`config.mk`:
```
export PLATFORM = sky130hd
export DESIGN_NAME = dcache_2way_ctrl_flat
export DESIGN_NICKNAME = d
export VERILOG_FILES = /design/src/rtl/dcache_pkg.sv /design/src/rtl/dcache_2way_ctrl_if.sv /design/src/rtl/dcache_word_merge.sv /design/src/rtl/dcache_2way_ctrl.sv /design/src/flat_wrapper.sv
export SDC_FILE = /design/constraint.sdc
export NUM_CORES = 2
export LEC_CHECK = 0
export BUFFER_PORTS_ARGS = -buffer_cell sky130_fd_sc_hd__buf_4
export CAP_MARGIN = 5
export CORE_AREA = 3 3 469 471
export DETAILED_ROUTE_END_ITERATION = 8
export DIE_AREA = 0 0 472 474
export GPL_ROUTABILITY_DRIVEN = 0
export PLACE_DENSITY = 0.31
export SLEW_MARGIN = 15
export SYNTH_ARGS = -nofsm -noshare
export SYNTH_HDL_FRONTEND = slang
export SYNTH_SLANG_ARGS = --single-unit
export TNS_END_PERCENT = 5
```
`constraint.sdc`:
```
create_clock -name clk_i -period 2.75 [get_ports clk_i]
set_input_delay 0.55 -clock clk_i [delete_from_list [all_inputs] [get_ports clk_i]]
set_output_delay 0.55 -clock clk_i [all_outputs]
set_load 0.005 [all_outputs]
```
`src/rtl/dcache_pkg.sv`:
```
// Shared constants and types for the 2-way data cache controller.
// Address layout: tag [31:9], set index [8:5], word select [4:2], byte [1:0].
// Tag word layout: {valid, dirty, tag[22:0]}.
package dcache_pkg;
    localparam int ADDR_W    = 32;
    localparam int WORD_W    = 32;
    localparam int LINE_W    = 256;
    localparam int WORDS     = LINE_W / WORD_W;
    localparam int WSEL_W    = 3;
    localparam int OFF_W     = 5;
    localparam int IDX_W     = 4;
    localparam int TAG_W     = ADDR_W - IDX_W - OFF_W;
    localparam int TAGWORD_W = TAG_W + 2;
    localparam int VALID_BIT = 24;
    localparam int DIRTY_BIT = 23;

    typedef enum logic [1:0] {
        IDLE      = 2'd0,
        WRITEBACK = 2'd1,
        ALLOCATE  = 2'd2,
        REFILL    = 2'd3
    } state_e;
endpackage

```
`src/rtl/dcache_2way_ctrl_if.sv`:
```
// Bundle of CPU, cache SRAM and backing memory signals around the controller.
// Signal names are from the controller's point of view (_i = into the controller).
// master: the controller. slave: CPU/SRAM/memory environment.
// Handshake: the CPU holds cpu_req_i/addr/data/we stable while cpu_stall_o is 1;
// the controller holds mem_enable_o and its address/data until a one-cycle
// mem_ack_i pulse, which completes the transfer on that clock edge.
// state_dbg exposes the controller FSM state for observation.
interface dcache_2way_ctrl_if;
    import dcache_pkg::*;

    logic                   cpu_req_i;
    logic                   cpu_we_i;
    logic [ADDR_W-1:0]      cpu_addr_i;
    logic [WORD_W-1:0]      cpu_data_i;
    logic [WORD_W-1:0]      cpu_data_o;
    logic                   cpu_stall_o;
    logic                   sram_enable_o;
    logic                   sram_write_o;
    logic [IDX_W-1:0]       sram_addr_o;
    logic [TAGWORD_W-1:0]   sram_tag_o;
    logic [LINE_W-1:0]      sram_data_o;
    logic [TAGWORD_W-1:0]   sram_tag_i;
    logic [LINE_W-1:0]      sram_data_i;
    logic                   sram_hit_i;
    logic                   mem_enable_o;
    logic                   mem_write_o;
    logic [ADDR_W-1:0]      mem_addr_o;
    logic [LINE_W-1:0]      mem_data_o;
    logic [LINE_W-1:0]      mem_data_i;
    logic                   mem_ack_i;
    state_e                 state_dbg;

    modport master (
        input  cpu_req_i, cpu_we_i, cpu_addr_i, cpu_data_i,
        output cpu_data_o, cpu_stall_o,
        output sram_enable_o, sram_write_o, sram_addr_o, sram_tag_o, sram_data_o,
        input  sram_tag_i, sram_data_i, sram_hit_i,
        output mem_enable_o, mem_write_o, mem_addr_o, mem_data_o,
        input  mem_data_i, mem_ack_i,
        output state_dbg
    );

    modport slave (
        output cpu_req_i, cpu_we_i, cpu_addr_i, cpu_data_i,
        input  cpu_data_o, cpu_stall_o,
        input  sram_enable_o, sram_write_o, sram_addr_o, sram_tag_o, sram_data_o,
        output sram_tag_i, sram_data_i, sram_hit_i,
        input  mem_enable_o, mem_write_o, mem_addr_o, mem_data_o,
        output mem_data_i, mem_ack_i,
        input  state_dbg
    );
endinterface

```
`src/rtl/dcache_word_merge.sv`:
```
// Combinational word extract and word insert on a cache line.
// line_i : 256-bit line        wsel_i : word index (address bits [4:2])
// word_i : word to insert      word_o : selected word of line_i
// line_o : line_i with the selected word replaced by word_i
module dcache_word_merge
    import dcache_pkg::*;
(
    input  logic [LINE_W-1:0] line_i,
    input  logic [WSEL_W-1:0] wsel_i,
    input  logic [WORD_W-1:0] word_i,
    output logic [WORD_W-1:0] word_o,
    output logic [LINE_W-1:0] line_o
);
    always_comb begin
        word_o = '0;
        line_o = line_i;
        for (int i = 0; i < WORDS; i++) begin
            if (wsel_i == WSEL_W'(i)) begin
                word_o = line_i[i*WORD_W +: WORD_W];
                line_o[i*WORD_W +: WORD_W] = word_i;
            end
        end
    end
endmodule

```
`src/rtl/dcache_2way_ctrl.sv`:
```
// Sequencing controller between the CPU memory stage, a 2-way set-associative
// data cache SRAM and backing memory. Hits complete in the lookup cycle; misses
// stall the CPU, write back a dirty victim, fetch the line and refill the SRAM,
// after which the held request is replayed as a hit.
// Ports: clk_i, rst_i (synchronous, active-high), bus (dcache_2way_ctrl_if.master).
module dcache_2way_ctrl
    import dcache_pkg::*;
(
    input  logic               clk_i,
    input  logic               rst_i,
    dcache_2way_ctrl_if.master bus
);
    state_e              state_q, state_d;
    logic [TAG_W-1:0]    victim_tag_q, victim_tag_d;
    logic [LINE_W-1:0]   victim_line_q, victim_line_d;
    logic [LINE_W-1:0]   refill_q, refill_d;

    logic [TAG_W-1:0]    cpu_tag;
    logic [IDX_W-1:0]    cpu_idx;
    logic [WSEL_W-1:0]   cpu_wsel;
    logic [WORD_W-1:0]   hit_word;
    logic [LINE_W-1:0]   merged_line;
    logic                unused_byte_off;

    assign cpu_tag         = bus.cpu_addr_i[ADDR_W-1 -: TAG_W];
    assign cpu_idx         = bus.cpu_addr_i[OFF_W +: IDX_W];
    assign cpu_wsel        = bus.cpu_addr_i[2 +: WSEL_W];
    assign unused_byte_off = ^bus.cpu_addr_i[1:0];
    assign bus.state_dbg   = state_q;

    dcache_word_merge u_word_merge (
        .line_i (bus.sram_data_i),
        .wsel_i (cpu_wsel),
        .word_i (bus.cpu_data_i),
        .word_o (hit_word),
        .line_o (merged_line)
    );

    always_comb begin
        state_d       = state_q;
        victim_tag_d  = victim_tag_q;
        victim_line_d = victim_line_q;
        refill_d      = refill_q;

        bus.cpu_data_o    = '0;
        bus.cpu_stall_o   = 1'b1;
        bus.sram_enable_o = 1'b1;
        bus.sram_write_o  = 1'b0;
        bus.sram_addr_o   = cpu_idx;
        bus.sram_tag_o    = '0;
        bus.sram_data_o   = '0;
        bus.mem_enable_o  = 1'b0;
        bus.mem_write_o   = 1'b0;
        bus.mem_addr_o    = '0;
        bus.mem_data_o    = '0;

        case (state_q)
            IDLE: begin
                bus.sram_enable_o = bus.cpu_req_i;
                bus.cpu_stall_o   = bus.cpu_req_i & ~bus.sram_hit_i;
                if (bus.cpu_req_i) begin
                    if (bus.sram_hit_i) begin
                        if (bus.cpu_we_i) begin
                            // Store hit: merged line commits on this edge, line becomes dirty.
                            bus.sram_write_o = 1'b1;
                            bus.sram_tag_o   = {1'b1, 1'b1, cpu_tag};
                            bus.sram_data_o  = merged_line;
                        end else begin
                            bus.cpu_data_o = hit_word;
                        end
                    end else begin
                        // On a miss the SRAM presents the victim way it has chosen.
                        victim_tag_d  = bus.sram_tag_i[TAG_W-1:0];
                        victim_line_d = bus.sram_data_i;
                        if (bus.sram_tag_i[VALID_BIT] && bus.sram_tag_i[DIRTY_BIT]) begin
                            state_d = WRITEBACK;
                        end else begin
                            state_d = ALLOCATE;
                        end
                    end
                end
            end
            WRITEBACK: begin
                bus.mem_enable_o = 1'b1;
                bus.mem_write_o  = 1'b1;
                bus.mem_addr_o   = {victim_tag_q, cpu_idx, {OFF_W{1'b0}}};
                bus.mem_data_o   = victim_line_q;
                if (bus.mem_ack_i) begin
                    state_d = ALLOCATE;
                end
            end
            ALLOCATE: begin
                bus.mem_enable_o = 1'b1;
                bus.mem_addr_o   = {cpu_tag, cpu_idx, {OFF_W{1'b0}}};
                if (bus.mem_ack_i) begin
                    refill_d = bus.mem_data_i;
                    state_d  = REFILL;
                end
            end
            REFILL: begin
                // Installed clean; a replayed store then merges as a normal write hit.
                bus.sram_write_o = 1'b1;
                bus.sram_tag_o   = {1'b1, 1'b0, cpu_tag};
                bus.sram_data_o  = refill_q;
                state_d          = IDLE;
            end
            default: state_d = IDLE;
        endcase

        // A reset cycle abandons any memory request and must not corrupt the SRAM.
        if (rst_i) begin
            bus.sram_write_o = 1'b0;
            bus.mem_enable_o = 1'b0;
            bus.mem_write_o  = 1'b0;
        end
    end

    always_ff @(posedge clk_i) begin
        if (rst_i) begin
            state_q       <= IDLE;
            victim_tag_q  <= '0;
            victim_line_q <= '0;
            refill_q      <= '0;
        end else begin
            state_q       <= state_d;
            victim_tag_q  <= victim_tag_d;
            victim_line_q <= victim_line_d;
            refill_q      <= refill_d;
        end
    end
endmodule

```
`src/flat_wrapper.sv`:
```
// flat-port wrapper written by rule: the top's interface ports become plain ports
module dcache_2way_ctrl_flat import dcache_pkg::*;
  (clk_i, rst_i, bus_cpu_req_i, bus_cpu_we_i, bus_cpu_addr_i, bus_cpu_data_i, bus_cpu_data_o, bus_cpu_stall_o, bus_sram_enable_o, bus_sram_write_o, bus_sram_addr_o, bus_sram_tag_o, bus_sram_data_o, bus_sram_tag_i, bus_sram_data_i, bus_sram_hit_i, bus_mem_enable_o, bus_mem_write_o, bus_mem_addr_o, bus_mem_data_o, bus_mem_data_i, bus_mem_ack_i, bus_state_dbg);
  dcache_2way_ctrl_if bus_i ();
  input  logic clk_i;
  input  logic rst_i;
  input wire logic [$bits(bus_i.cpu_req_i)-1:0] bus_cpu_req_i;
  input wire logic [$bits(bus_i.cpu_we_i)-1:0] bus_cpu_we_i;
  input wire logic [$bits(bus_i.cpu_addr_i)-1:0] bus_cpu_addr_i;
  input wire logic [$bits(bus_i.cpu_data_i)-1:0] bus_cpu_data_i;
  output wire logic [$bits(bus_i.cpu_data_o)-1:0] bus_cpu_data_o;
  output wire logic [$bits(bus_i.cpu_stall_o)-1:0] bus_cpu_stall_o;
  output wire logic [$bits(bus_i.sram_enable_o)-1:0] bus_sram_enable_o;
  output wire logic [$bits(bus_i.sram_write_o)-1:0] bus_sram_write_o;
  output wire logic [$bits(bus_i.sram_addr_o)-1:0] bus_sram_addr_o;
  output wire logic [$bits(bus_i.sram_tag_o)-1:0] bus_sram_tag_o;
  output wire logic [$bits(bus_i.sram_data_o)-1:0] bus_sram_data_o;
  input wire logic [$bits(bus_i.sram_tag_i)-1:0] bus_sram_tag_i;
  input wire logic [$bits(bus_i.sram_data_i)-1:0] bus_sram_data_i;
  input wire logic [$bits(bus_i.sram_hit_i)-1:0] bus_sram_hit_i;
  output wire logic [$bits(bus_i.mem_enable_o)-1:0] bus_mem_enable_o;
  output wire logic [$bits(bus_i.mem_write_o)-1:0] bus_mem_write_o;
  output wire logic [$bits(bus_i.mem_addr_o)-1:0] bus_mem_addr_o;
  output wire logic [$bits(bus_i.mem_data_o)-1:0] bus_mem_data_o;
  input wire logic [$bits(bus_i.mem_data_i)-1:0] bus_mem_data_i;
  input wire logic [$bits(bus_i.mem_ack_i)-1:0] bus_mem_ack_i;
  output wire logic [$bits(bus_i.state_dbg)-1:0] bus_state_dbg;
  assign bus_i.cpu_req_i = bus_cpu_req_i;
  assign bus_i.cpu_we_i = bus_cpu_we_i;
  assign bus_i.cpu_addr_i = bus_cpu_addr_i;
  assign bus_i.cpu_data_i = bus_cpu_data_i;
  assign bus_cpu_data_o = bus_i.cpu_data_o;
  assign bus_cpu_stall_o = bus_i.cpu_stall_o;
  assign bus_sram_enable_o = bus_i.sram_enable_o;
  assign bus_sram_write_o = bus_i.sram_write_o;
  assign bus_sram_addr_o = bus_i.sram_addr_o;
  assign bus_sram_tag_o = bus_i.sram_tag_o;
  assign bus_sram_data_o = bus_i.sram_data_o;
  assign bus_i.sram_tag_i = bus_sram_tag_i;
  assign bus_i.sram_data_i = bus_sram_data_i;
  assign bus_i.sram_hit_i = bus_sram_hit_i;
  assign bus_mem_enable_o = bus_i.mem_enable_o;
  assign bus_mem_write_o = bus_i.mem_write_o;
  assign bus_mem_addr_o = bus_i.mem_addr_o;
  assign bus_mem_data_o = bus_i.mem_data_o;
  assign bus_i.mem_data_i = bus_mem_data_i;
  assign bus_i.mem_ack_i = bus_mem_ack_i;
  assign bus_state_dbg = bus_i.state_dbg;
  dcache_2way_ctrl u_core (.clk_i(clk_i), .rst_i(rst_i), .bus(bus_i));
endmodule
```
Word-level counts from Yosys, hierarchy flattened
Index checks and enable logic that the tools add are counted.

word-level totals
  flip-flop bits (word level) = 537
  word-level logic and storage cells = 74
  output and inout port bits = 612
  input port bits = 607

cells by class
  equality and inequality tests = 14
  muxes and demuxes = 47
  bitwise logic cells = 2
  reductions and logical operators = 7

operators by type and width
  operator                                                         number
  256-bit 2-to-1 mux                                               4
  32-bit 2-to-1 mux                                                20
  256-bit case mux with 2 select lines                             1
  25-bit 2-to-1 mux                                                3
  32-bit case mux with 2 select lines                              1
  25-bit case mux with 2 select lines                              1
  3-bit == test, second input constant                             4
  1-bit 2-to-1 mux                                                 10
  2-bit 2-to-1 mux                                                 5
  2-bit != test, second input constant                             4
  2-bit case mux with 4 select lines                               1
  3-bit by 2-bit == test with 1-bit output, second input constant  2
  2-bit == test, second input constant                             2
  4-bit AND reduction                                              1
  3-bit by 1-bit == test with 1-bit output, second input constant  1
  3-bit logical NOT                                                1
  3-bit AND reduction                                              1
  2-bit by 1-bit == test with 1-bit output, second input constant  1
  2-bit logical NOT                                                1
  1-bit case mux with 2 select lines                               1
  2-bit AND reduction                                              1
  2-bit OR reduction                                               1
  1-bit bitwise AND                                                1
  1-bit logical AND                                                1
  1-bit inverter                                                   1

Depth between registers and ports, before layout
  word-level depth = 13
  mapped depth = 9

By module
From an unflattened synthesis, not the netlist that was laid out.

second synthesis, totals
  cells, all modules = 3712
  area, all modules = 29558.3 µm²

by module, submodules not included
  module             area an instance (µm²)  times used  cells each
  dcache_2way_ctrl   23451.2                 1           3084
  dcache_word_merge  6107.1                  1           628

Least setup slack after synthesis
OpenSTA, ideal clock, no wires.

  kind = flip-flop to output port
  from = register u_core.state_q[0] (netlist: u_core.bus.state_dbg[0])
  to = output bus_sram_data_o[216]
  required time = 2.200 ns
  slack = 0.469 ns
  buffers on the path = 3
  data arrival time = 1.731 ns
  stages on the path, launching flop included = 9
  cell sequence = dfxtp_1 -> inv_1 -> ha_1 -> clkbuf_1 -> nor2_1 -> buf_2 -> clkbuf_1 -> nand2_1 -> o21ai_1

on the way
  word-level cells in the longest chain between the ends = 2

RTL lines
  item                                                       line                     source
  start, declared                                            dcache_2way_ctrl.sv:13   state_e state_q, state_d;
  start signal, assigned                                     dcache_2way_ctrl.sv:125  state_q <= state_d;
  2-bit == test / 2-bit logical NOT (equally long branches)  dcache_2way_ctrl.sv:57   case (state_q)
  256-bit case mux with 2 select lines *                     dcache_2way_ctrl.sv:57
  end, declared                                              flat_wrapper.sv:17       output wire logic [$bits(bus_i.sram_data_o)-1:0] bus_sram_data_o;

Every way passes the cells marked *; elsewhere a longest branch is shown, timed or not.

Final worst setup path
  from = register u_core.state_q[1] (netlist: u_core.bus.state_dbg[1])
  to = output bus_sram_data_o[95]

Same word-level chain as after synthesis.

==> impl_metrics.yaml <==
outcome:
  outcome: "complete, but fails checks"
  failed_checks: "negative setup slack"
synthesis:
  synth_cell_type_count: 42
  synth_sequential_area_ratio: 0.3740
  largest_area_contributor_in_the_netlist: "sky130_fd_sc_hd__dfxtp_1"
  yosys-top-cells-area: "sky130_fd_sc_hd__dfxtp_1, sky130_fd_sc_hd__nand2_1, sky130_fd_sc_hd__mux2i_1"
  ys.flop_type: "sky130_fd_sc_hd__dfxtp_1"
  yosysTopAreaCellShare: 0.3740
  synth_most_common_cell: "sky130_fd_sc_hd__nand2_1"
  syn-mean-instance-area_um2: 7.335
  leading_cell_types_by_count_after_synthesis: "sky130_fd_sc_hd__nand2_1, sky130_fd_sc_hd__a21oi_1, sky130_fd_sc_hd__dfxtp_1"
  synth-edff-count: 0
  netlist_area_um2: 28750
  yosys_synthesis_warning_count: 0
  post_synth_inst_count: 3919
  synth-seq-cells: 537
  postSynth.asyncResetShare: 0
floorplan:
  fp.dieW_um: 472
  ios: 1219
  die_height_um: 474
  core_region_area_um2: 216500
  initial_utilization: 0.1328
  dieArea_um2: 223700
  floorplan.rows: 171
clocking:
  tritoncts: "yes"
  clock_tree.buffer_depth: 3
  h-tree-depth: 3
  worst_skew_pair.late_latency_ns: 0.71
  clock_sinks: 537
  tritoncts.num_buffers: 78
  path_clk_slew_ns: 0.06
  clock_tree.root_cell: "sky130_fd_sc_hd__clkbuf_16"
grt:
  grt_start_max_net_pins: 73
  grt_first_pass_wirelength_um: 350600
  overall_routing_resource_usage: 0.2376
  grt_antenna_before_repair: 78
  grt-ovfl-total: 0
  vias_in_the_first_global_route: 33890
layout:
  regArea_um2: 10750
  final_layout_size_suffix_gt1_frac: 0.3620
  multi_input_gate_area_um2: 17040
  syn2layout_area_growth_pct: 66.04
  fin_area_um2: 47730
  finish.net_count: 5795
  fill_cells: 24470
timing:
  whs_ns: 0.08811
  final_cycle_share: 1.176
  timing.clock.skew_ns: 0.02090
  setup_violating_endpoint_count_in_the_final_report: 561
  setup_ws_ns: -0.4850
  totalNegativeSetupSlack_ns: -152.51
  worst_slew_pin_slew_ns: 1.012
  timing.final.max_slew_violations: 0
  grt_setup_unrepaired: "yes"
  maxSlewHeadroom: 0.3251
  min_period_ns: 3.235
  timing.final.hold_violations: 0
  maxClockFrequency_mhz: 309.1
placed_design:
  placement.io_buffers: 1211
  preCtsSetupSlack_ns: -0.3581
  place.detailed.hpwl_um: 221600
  dpl_cell_area_um2: 42940
pwr:
  post_layout_total_power_mw: 30.56
  p_leak_nw: 19.83
  ir_drop_v: 0.0004445
  power_per_cell_area_nw_per_um2: 640.2
worst_hold_path:
  class_of_the_most_critical_hold_timing_path: "in2reg"
  min_to: "u_core.refill_q[28]"
  cells_on_worst_hold_path: 3
  holdCritStartpoint: "bus_mem_data_i[28]"
worst_setup_path:
  r2r_cells: 9
  critical_path.endpoint_type: "output pin"
  reg2reg_setup_slack_ns: 0.55
  timing.critical_path.max_delay_family: "buffers and inverters"
  critPathArrivalTime_ns: 2.69
  cp-startpoint: "u_core.bus.state_dbg[1]"
  critical_path_start_end_classification: "reg2out"
  timing.critical_path.cells: "inv_4 > ha_4 > nand4_1 > buf_6 > or2_4 > buf_12 > buf_16 > clkbuf_16 > o21ai_2 > buf_4"
  worst-path-stages: 10
  timing.critical_path.from_type: "register"
  slowest_stage_cell_on_the_critical_path: "sky130_fd_sc_hd__dfxtp_2"
  worst_r2r_startpoint: "u_core.bus.state_dbg[0]"
  cp_data_required_time_ns: 2.20
  cpPeakStageDelay_ns: 0.33
  r2r-end: "u_core.refill_q[106]"
  timing.critical_path.fanout_max: 7
  path_buf_inv: 6
route:
  route.detailed.vias_per_inst: 4.244
  finalWirelength_um: 283700
  drcViolationCount: 0
  antenna_left: 0
  drt_iter0_markers: 2711
  drt_pass1_iterations: 6
  drt-wirelength-per-cell_um: 34.97
  num_vias: 34430
job:
  drv.max_cap_violation_count: 0
stage by stage:
step,util,cells
detailed placement,0.1983,7922
global route,0.2203,8099
global placement,0.1983,7922
finish,0.2204,8112
floorplan,-,3923
CTS,0.2146,8074
state kept, by name, summed over array words and instances, names as in the netlist:
register,count
u_core.refill_q,256
u_core.victim_line_q,256
u_core.victim_tag_q,23
u_core.bus.state_dbg,2
what timing repair did:
item,4_1_cts,5_1_grt
setup buffers,6,7
endpoints found under the hold margin,4,0
gates cloned,5,14
pin swaps,18,60
endpoints found under the setup margin,569,597
gates resized for setup,242,211
hold buffers,4,0
metal layers:
layer  global-route usage  up-vias  routed length (um)
met5                    0        -                 127
met3              0.06648      256               23690
li1                     -    15560                   -
met4              0.05797       18                8518
met2               0.3940     1582              131300
met1               0.3028    17010              120000
worst min-delay path: stages:
cell and delay, ns:
sky130_fd_sc_hd__buf_4 0.11, sky130_fd_sc_hd__nand2_1 0.04, sky130_fd_sc_hd__a21oi_1 0.05
placed cells by master, fill, tap and decap left out, types with 34 or more instances in the layout:
master | Yosys | final
sky130_fd_sc_hd__o21ai_1 | 200 | 108
sky130_fd_sc_hd__o21ai_4 | 0 | 43
sky130_fd_sc_hd__nand2_1 | 1328 | 1326
sky130_fd_sc_hd__a21oi_1 | 580 | 578
sky130_fd_sc_hd__o21ai_2 | 0 | 112
sky130_fd_sc_hd__dfxtp_1 | 537 | 535
sky130_fd_sc_hd__clkbuf_16 | 0 | 91
sky130_fd_sc_hd__mux2i_1 | 320 | 320
sky130_fd_sc_hd__buf_4 | 33 | 1334
sky130_fd_sc_hd__a22oi_1 | 34 | 34
sky130_fd_sc_hd__buf_6 | 57 | 92
sky130_fd_sc_hd__and2_1 | 285 | 279
sky130_fd_sc_hd__buf_12 | 0 | 101
area by class of cell:
| cell class | count | share of cell area |
|---|---|---|
| Tap cell | 2854 | 0.07482 |
| Multi-Input combinational cell | 2998 | 0.3570 |
| Clock buffer | 117 | 0.04758 |
| Sequential cell | 537 | 0.2253 |
| Timing Repair Buffer | 1562 | 0.2889 |
| Clock inverter | 20 | 0.004902 |
| Antenna cell | 18 | 0.0009437 |
| Inverter | 6 | 0.0005767 |
cells by family (layout without fill, tap and decap cells):
kind of cell | Yosys count | after routing | share of synthesized area
mux | 341 | 341 | 0.1197
fa+ha+maj | 5 | 5 | 0.002176
simple gates | 1677 | 1678 | 0.2504
compound gates | 969 | 969 | 0.1789
other cells | 1 | 23 | 0.0001305
flops | 537 | 537 | 0.3740
buf+inv | 389 | 1705 | 0.07473
where the power goes:
part,leakage [nW],switching (mW),internal [mW]
Clock,1.23,4.35,6.06
Combinational,14.2,6.80,4.22
Sequential,4.36,0.436,8.69
worst max path at each step:
stage | endpoint | slack (ns)
finish | bus_sram_data_o[95] | -0.49
CTS | bus_sram_data_o[80] | -0.62
detailed placement | bus_cpu_data_o[22] | -0.36
floorplan | bus_sram_data_o[216] | 0.47
global placement | bus_cpu_data_o[19] | -0.36
global route | bus_sram_data_o[95] | -0.61
(Power assumes the default switching activity.)
